File: config.mk
export PLATFORM = sky130hd
export DESIGN_NAME = flag_branch_unit
export DESIGN_NICKNAME = d
export VERILOG_FILES = /design/src/rtl/flag_branch_unit.sv
export SDC_FILE = /design/constraint.sdc
export NUM_CORES = 1
export LEC_CHECK = 0
export CORE_UTILIZATION = 35
export CTS_CLUSTER_DIAMETER = 50
export DETAILED_ROUTE_END_ITERATION = 12
export GPL_ROUTABILITY_DRIVEN = 0
export SETUP_SLACK_MARGIN = 0.4
export SYNTH_ARGS = -nofsm -noshare
export SYNTH_HDL_FRONTEND = slang
export SYNTH_SLANG_ARGS = --single-unit
File: constraint.sdc
create_clock -name clk -period 2 [get_ports clk]
set_clock_uncertainty 0.15 [all_clocks]
set_input_delay 0.2 -clock clk [delete_from_list [all_inputs] [get_ports clk]]
set_output_delay 0.2 -clock clk [all_outputs]
set_load 0.005 [all_outputs]
File: src/rtl/flag_branch_unit.sv
// Flag register, conditional branch evaluation and jump target generation
// between the ALU and the PC, with a fixed-length front-end flush after taken branches.
module flag_branch_unit #(
  parameter int PC_W         = 12,
  parameter int LUT_DEPTH    = 8,
  parameter int FLUSH_CYCLES = 2
) (
  input  logic                         clk,
  input  logic                         reset,
  input  logic                         flag_we,
  input  logic                         equal,
  input  logic                         gt,
  input  logic                         lt,
  input  logic                         zero,
  input  logic                         c_o,
  input  logic                         br_valid,
  input  logic [2:0]                   br_cond,
  input  logic                         br_use_lut,
  input  logic [7:0]                   br_imm,
  input  logic [PC_W-1:0]              prog_ctr,
  input  logic                         lut_we,
  input  logic [$clog2(LUT_DEPTH)-1:0] lut_waddr,
  input  logic [PC_W-1:0]              lut_wdata,
  output logic                         equalQ,
  output logic                         gtQ,
  output logic                         ltQ,
  output logic                         zeroQ,
  output logic                         c_i,
  output logic                         taken,
  output logic [PC_W-1:0]              target,
  output logic                         flush
);

  localparam int IDX_W = $clog2(LUT_DEPTH);
  localparam int CNT_W = $clog2(FLUSH_CYCLES + 1);

  typedef enum logic {IDLE, FLUSH} state_t;

  state_t           state;
  logic [CNT_W-1:0] flush_cnt;
  logic [PC_W-1:0]  lut [LUT_DEPTH];
  logic             cond_true;
  logic [PC_W-1:0]  imm_ext;
  logic [PC_W-1:0]  next_target;

  // Branch conditions look only at the registered flags, so a same-cycle flag write is not seen.
  always_comb begin
    cond_true = 1'b0;
    case (br_cond)
      3'b000:  cond_true = 1'b1;
      3'b001:  cond_true = equalQ;
      3'b010:  cond_true = ~equalQ;
      3'b011:  cond_true = gtQ;
      3'b100:  cond_true = ltQ;
      3'b101:  cond_true = zeroQ;
      3'b110:  cond_true = c_i;
      default: cond_true = 1'b0;
    endcase
  end

  assign imm_ext     = {{(PC_W-8){br_imm[7]}}, br_imm};
  assign next_target = br_use_lut ? lut[br_imm[IDX_W-1:0]] : prog_ctr + imm_ext;

  always_ff @(posedge clk or negedge reset) begin
    if (!reset) begin
      for (int i = 0; i < LUT_DEPTH; i++) lut[i] <= '0;
    end else if (lut_we) begin
      lut[lut_waddr] <= lut_wdata;
    end
  end

  always_ff @(posedge clk or negedge reset) begin
    if (!reset) begin
      state     <= IDLE;
      flush_cnt <= '0;
      equalQ    <= 1'b0;
      gtQ       <= 1'b0;
      ltQ       <= 1'b0;
      zeroQ     <= 1'b0;
      c_i       <= 1'b0;
      taken     <= 1'b0;
      target    <= '0;
      flush     <= 1'b0;
    end else begin
      taken <= 1'b0;
      case (state)
        IDLE: begin
          if (flag_we) begin
            equalQ <= equal;
            gtQ    <= gt;
            ltQ    <= lt;
            zeroQ  <= zero;
            c_i    <= c_o;
          end
          if (br_valid && cond_true) begin
            taken     <= 1'b1;
            target    <= next_target;
            flush     <= 1'b1;
            flush_cnt <= CNT_W'(FLUSH_CYCLES - 1);
            state     <= FLUSH;
          end
        end
        FLUSH: begin
          if (flush_cnt == '0) begin
            flush <= 1'b0;
            state <= IDLE;
          end else begin
            flush_cnt <= flush_cnt - 1'b1;
          end
        end
        default: state <= IDLE;
      endcase
    end
  end

endmodule

# Word-level counts from Yosys, hierarchy flattened
# Index checks and enable logic that the tools add are counted.
[classes]
n_bitwise = 4
addsub = 2
n_mux = 18
n_lt_le_gt_ge = 3
n_eq_ne = 9
n_reduce_logical = 8
[ops]
columns = ["op", "n"]
rows = [
  ["96-bit bitwise mux", 1],
  ["12-bit 2-to-1 mux", 4],
  ["12-bit binary-select mux with 3-bit select", 1],
  ["12-bit demux with 3-bit select", 1],
  ["12-bit adder", 1],
  ["3-bit == test, second input constant", 3],
  ["4-bit >= comparator, second input constant", 2],
  ["3-bit NOT with 4-bit output", 2],
  ["2-bit AND reduction", 4],
  ["1-bit case mux with 7 select lines", 1],
  ["3-bit by 2-bit == test with 1-bit output, second input constant", 2],
  ["1-bit 2-to-1 mux", 5],
  ["4-bit by 1-bit < comparator with 1-bit output, second input constant", 1],
  ["2-bit 2-to-1 mux", 2],
  ["2-bit inequality test, second input constant", 2],
  ["1-bit case mux with 2 select lines", 2],
  ["2-bit case mux with 2 select lines", 1],
  ["3-bit by 1-bit == test with 1-bit output, second input constant", 1],
  ["3-bit logical NOT", 1],
  ["1-bit logical AND", 2],
  ["2-bit logical NOT", 1],
  ["2-bit by 1-bit inequality test with 1-bit output, second input constant", 1],
  ["1-bit NOT", 2],
  ["2-bit by 1-bit subtractor with 2-bit output, second input constant", 1],
]
[word_totals]
out_inout_bits = 19
wordCells = 62
reg_bits = 118
input_bits = 49

# Depth between registers and ports, before layout
[depth]
word_depth = 6
mapped_depth = 9
depth_no_buf = 9

# Worst setup path after synthesis
# No wires, ideal clock.
[synth_timing]
path_kind = "in2reg"
startpoint = "input br_imm[1]"
endpoint = "register target[10]"
n_path_buf = 1
t_arrival_ps = 1991
path_stages = 9
setup_ps = 65
required_time_ps = 1785
path_slack_ps = -205
path_cell_list = "clkbuf_1 > inv_1 > fa_1 > nand2b_1 > a21oi_1 > o31ai_1 > xor2_1 > o211ai_1 > o21a_1"
[synth_via]
elab_chain_len = 5
elab_cells_between_ends = 6
classes_between = "1 x add/sub; 4 x mux; 1 x bitwise"
[synth_lines]
columns = ["item", "line", "text"]
rows = [
  ["start: declaration", "19", "input logic [7:0] br_imm,"],
  ["parallel branches: the longest is 4 deep, another holds 12-bit adder", "-", ""],
  ["12-bit 2-to-1 mux *", "62", "assign next_target = br_use_lut ? lut[br_imm[IDX_W-1:0]] : prog_ctr + imm_ext;"],
  ["end signal: assignment", "97", "target <= next_target;"],
  ["end: declaration", "30", "output logic [PC_W-1:0] target,"],
]
# Mark *: on every way between the ends. The select of a mux whose other input is x is not followed.
# A chain may end at the register's enable or synchronous reset.

# Worst setup path in the final report
[layout_timing]
startpoint = "register c_i"
endpoint = "register target[3]"
[layout_via]
elab_chain_len = 3
[layout_lines]
columns = ["item", "line", "text"]
rows = [
  ["start: declaration", "28", "output logic c_i,"],
  ["start signal: assignment", "93", "c_i <= c_o;"],
  ["1-bit case mux with 7 select lines", "49", "case (br_cond)"],
  ["1-bit logical AND", "95", "if (br_valid && cond_true) begin"],
  ["2-bit AND reduction (no line)", "-", ""],
]
# Every way passes these cells.

==> results by group <==
Final layout
  • Area growth, synth to finish: 35.8%
  • Fin nets: 611
  • Final non-filler cell total: 782
  • Final Cell Area: 0.00800 mm^2
  • Share of layout cells above drive strength 1: 44.7%
  • Util after Layout: 48.4%
  • Antenna Cells: 0

GRT
  • Vias in the first global route: 4337
  • Pin count of the biggest net entering global routing: 47
  • Grt total ovfl: 0
  • First-pass GRT wire length: 22.7 mm
  • Total GRT Usage: 17.0%
  • Antenna violations before repair: 0

Route
  • Final ANT Viol Nets: 0
  • Final wirelength: 13.4 mm
  • Vias per inst: 5.02
  • DRC Markers: 0
  • First-pass DRT Iterations: 4
  • Vias post-DR: 3925
  • WL/cell: 17.2 um
  • DR iter-0 viols: 173

Timing
  • Final Hold Fails: 0
  • Crit share post-route: 86.6%
  • RSZ-0062 raised after global routing: yes
  • Max Slew Vio Count: 0
  • Least-Margin Pin Slew: 0.427 ns
  • Crit path time final: 1.73 ns
  • Peak Freq: 0.577 GHz
  • WHS: 0.100 ns
  • Setup Viol. Count Final: 0
  • Rel. slew slack: 71.5%

Power
  • Combinational Power Share: 25.2%
  • Switch share: 25.6%
  • Clock Power Share: 34.8%
  • Int Pwr: 0.00628 W
  • Power per cell area: 1060 mW/mm^2
  • Sequential share of power: 40.0%
  • Leak Pwr: 3.46 nW
  • Switching power: 0.00216 W
  • Worst VDD drop: 0.000651 V

Setup path
  • CP Capture Type: flip-flop
  • Setup crit start: c_i$_DFFE_PN0P_
  • Worst-path fanout max: 12
  • Worst Setup Start Kind: flip-flop
  • Required time worst endpoint: 2.15 ns
  • Worst reg2reg path depth: 6
  • Critical Path AT: 1.88 ns
  • R2r startpoint: c_i$_DFFE_PN0P_
  • Critical Path Sink: target[3]$_DFFE_PN0P_
  • Reg2Reg Capture Point: target[3]$_DFFE_PN0P_
  • Setup slack, reg-to-reg: 0.27 ns
  • CP Class: reg2reg

Die
  • # rows: 47
  • Die area: 0.0173 mm^2
  • I/O Pins: 68
  • Die H: 132 um
  • Initial core utilization: 35.6%
  • Core area: 0.0165 mm^2
  • Die width: 132 um

Logic synthesis
  • Synth Area in Adders: 2.89%
  • Synth area leader: dfrtp_1
  • Synthesized area: 0.00589 mm^2
  • Synth warn: 0
  • Yosys top cell area share: 50.2%
  • Ys async rst share: 100%
  • Mux cell area share after synthesis: 31.9%
  • Seq/Total Area, Yosys: 50.2%
  • Syn_nets: 484
  • Synth top area cells: dfrtp_1 50%, mux2_2 20%, mux4_1 5.4%
  • Synth Area in Simple Gates: 5.02%
  • Synth Flop Type: dfrtp_1
  • Post-synthesis compound-gate area fraction: 5.48%
  • Synthesized area per cell: 13.9 um^2
  • Post-synthesis cell type count: 46
  • Seq cells post-synth: 118
  • Post-synth EDFFs: 0
  • Top post-synthesis cells by count: 118 x dfrtp_1, 107 x mux2_2, 20 x nand2_1
  • Post-Syn Instances: 422
  • Xor/xnor share of the synthesized area: 1.49%
  • Largest family of logic cells by synthesized area: multiplexers
  • Count leader, synth: dfrtp_1

Placed design
  • Placed Area: 0.00727 mm^2
  • Post-DP HPWL: 9.27 mm
  • Placed Cells: 744
  • Number of port buffers: 67

Clocking
  • Worst-path clk slew: 0.05 ns
  • CTS tree: done
  • Sink Count: 118
  • H-tree depth: 4
  • Worst-Skew Late Latency: 0.41 ns
  • CTS max path bufs: 2
  • CTS Buf Count: 17
  • Root buffer cell: clkbuf_16

Job
  • Max-Cap Viols: 0

Status
  • Status: completed

Worst hold path
  • Worst min-delay path class: in2async
[power groups by stage]
stage	Combinational, W	Sequential [W]	Clock (W)
after floorplan	0.00126	0.00333	0
after global placement	0.00212	0.00338	0
after global routing	0.00235	0.00346	0.00312
final	0.00213	0.00337	0.00294
after detailed placement	0.00216	0.00343	0
after CTS	0.00212	0.00338	0.00300
[flip-flops by register name, indices dropped and copies added, names as in the netlist]
register / cells
lut: 96
flush: 1
zeroQ: 1
taken: 1
flush_cnt: 2
target: 12
equalQ: 1
state: 1
ltQ: 1
c_i: 1
gtQ: 1
[area by class of cell]
type	instances	area [um^2]
clock buffers	24	482
clock inverters	8	97.6
fillers	1438	8530
inverters	10	37.5
multi-input cells	273	2920
flip-flops and latches	118	2950
well taps	220	275
repair buffers	129	1230
[worst min-delay path by stage]
| stage | endpoint | cells past startpoint |
|---|---|---|
| 4_1_cts | lut[4]$_DFFE_PN0P_ | 2 |
| 6_report | lut[4]$_DFFE_PN0P_ | 2 |
| 2_1_floorplan | c_i$_DFFE_PN0P_ | 0 |
| 3_3_place_gp | lut[16]$_DFFE_PN0P_ | 1 |
| 5_1_grt | lut[62]$_DFFE_PN0P_ | 2 |
| 3_5_place_dp | lut[4]$_DFFE_PN0P_ | 1 |
[placed cells by master (no fill, tap or decap), types with 9 or more instances in the layout]
| cell | netlist | final |
|---|---|---|
| nor2_1 | 16 | 15 |
| dfrtp_1 | 118 | 118 |
| buf_12 | 1 | 10 |
| mux4_2 | 12 | 20 |
| nand2_1 | 20 | 20 |
| clkbuf_16 | 0 | 17 |
| mux2_2 | 107 | 105 |
| dlygate4sd2_1 | 0 | 24 |
| buf_4 | 3 | 51 |
| a21oi_1 | 11 | 9 |
| clkdlybuf4s50_1 | 0 | 33 |
[cell families after synthesis]
family                   Yosys count
AND/OR/NAND/NOR                   61
adder cells (fa/ha/maj)           13
multiplexers                     139
buffers and inverters             31
AO/OA/AOI/OAI                     50
XOR/XNOR                          10
flip-flops                       118
[through the flow]
| step | worst slack [ns] | setup TNS (ns) | total power (W) |
|---|---|---|---|
| after CTS | 0.244 | 0 | 0.00849 |
| after global placement | -0.373 | -2.84 | 0.00550 |
| after global routing | 0.180 | 0 | 0.00892 |
| final | 0.268 | 0 | 0.00844 |
| after floorplan | 0.241 | 0 | 0.00459 |
| after detailed placement | -0.379 | -3.10 | 0.00559 |
[what timing repair did]
action / 4_1_cts / 5_1_grt
setup endpoints to repair: 31 / 27
setup buffers: 4 / 1
endpoints found under the hold margin: 118 / 0
resized for setup: 35 / 27
pin swaps: 11 / 13
hold buffers: 1 / 0
[critical path, cell delays in order, from the launching register on]
cell and delay (ns):
dfrtp_1 0.37, nand2_1 0.06, o211a_1 0.20, o22ai_1 0.16, and3b_2 0.22, buf_12 0.14
mux2_2 0.33
[routing by layer]
layer  wire length [um]  GRT usage [%]  vias to the layer above
li1                   -              -                     1838
met1               6250           22.7                     1989
met2               6450           26.7                       82
met3                516           4.21                       16
met4                211           6.20                        0
met5                  0              0                        -
Note: power is estimated with default switching activity, not from simulation.
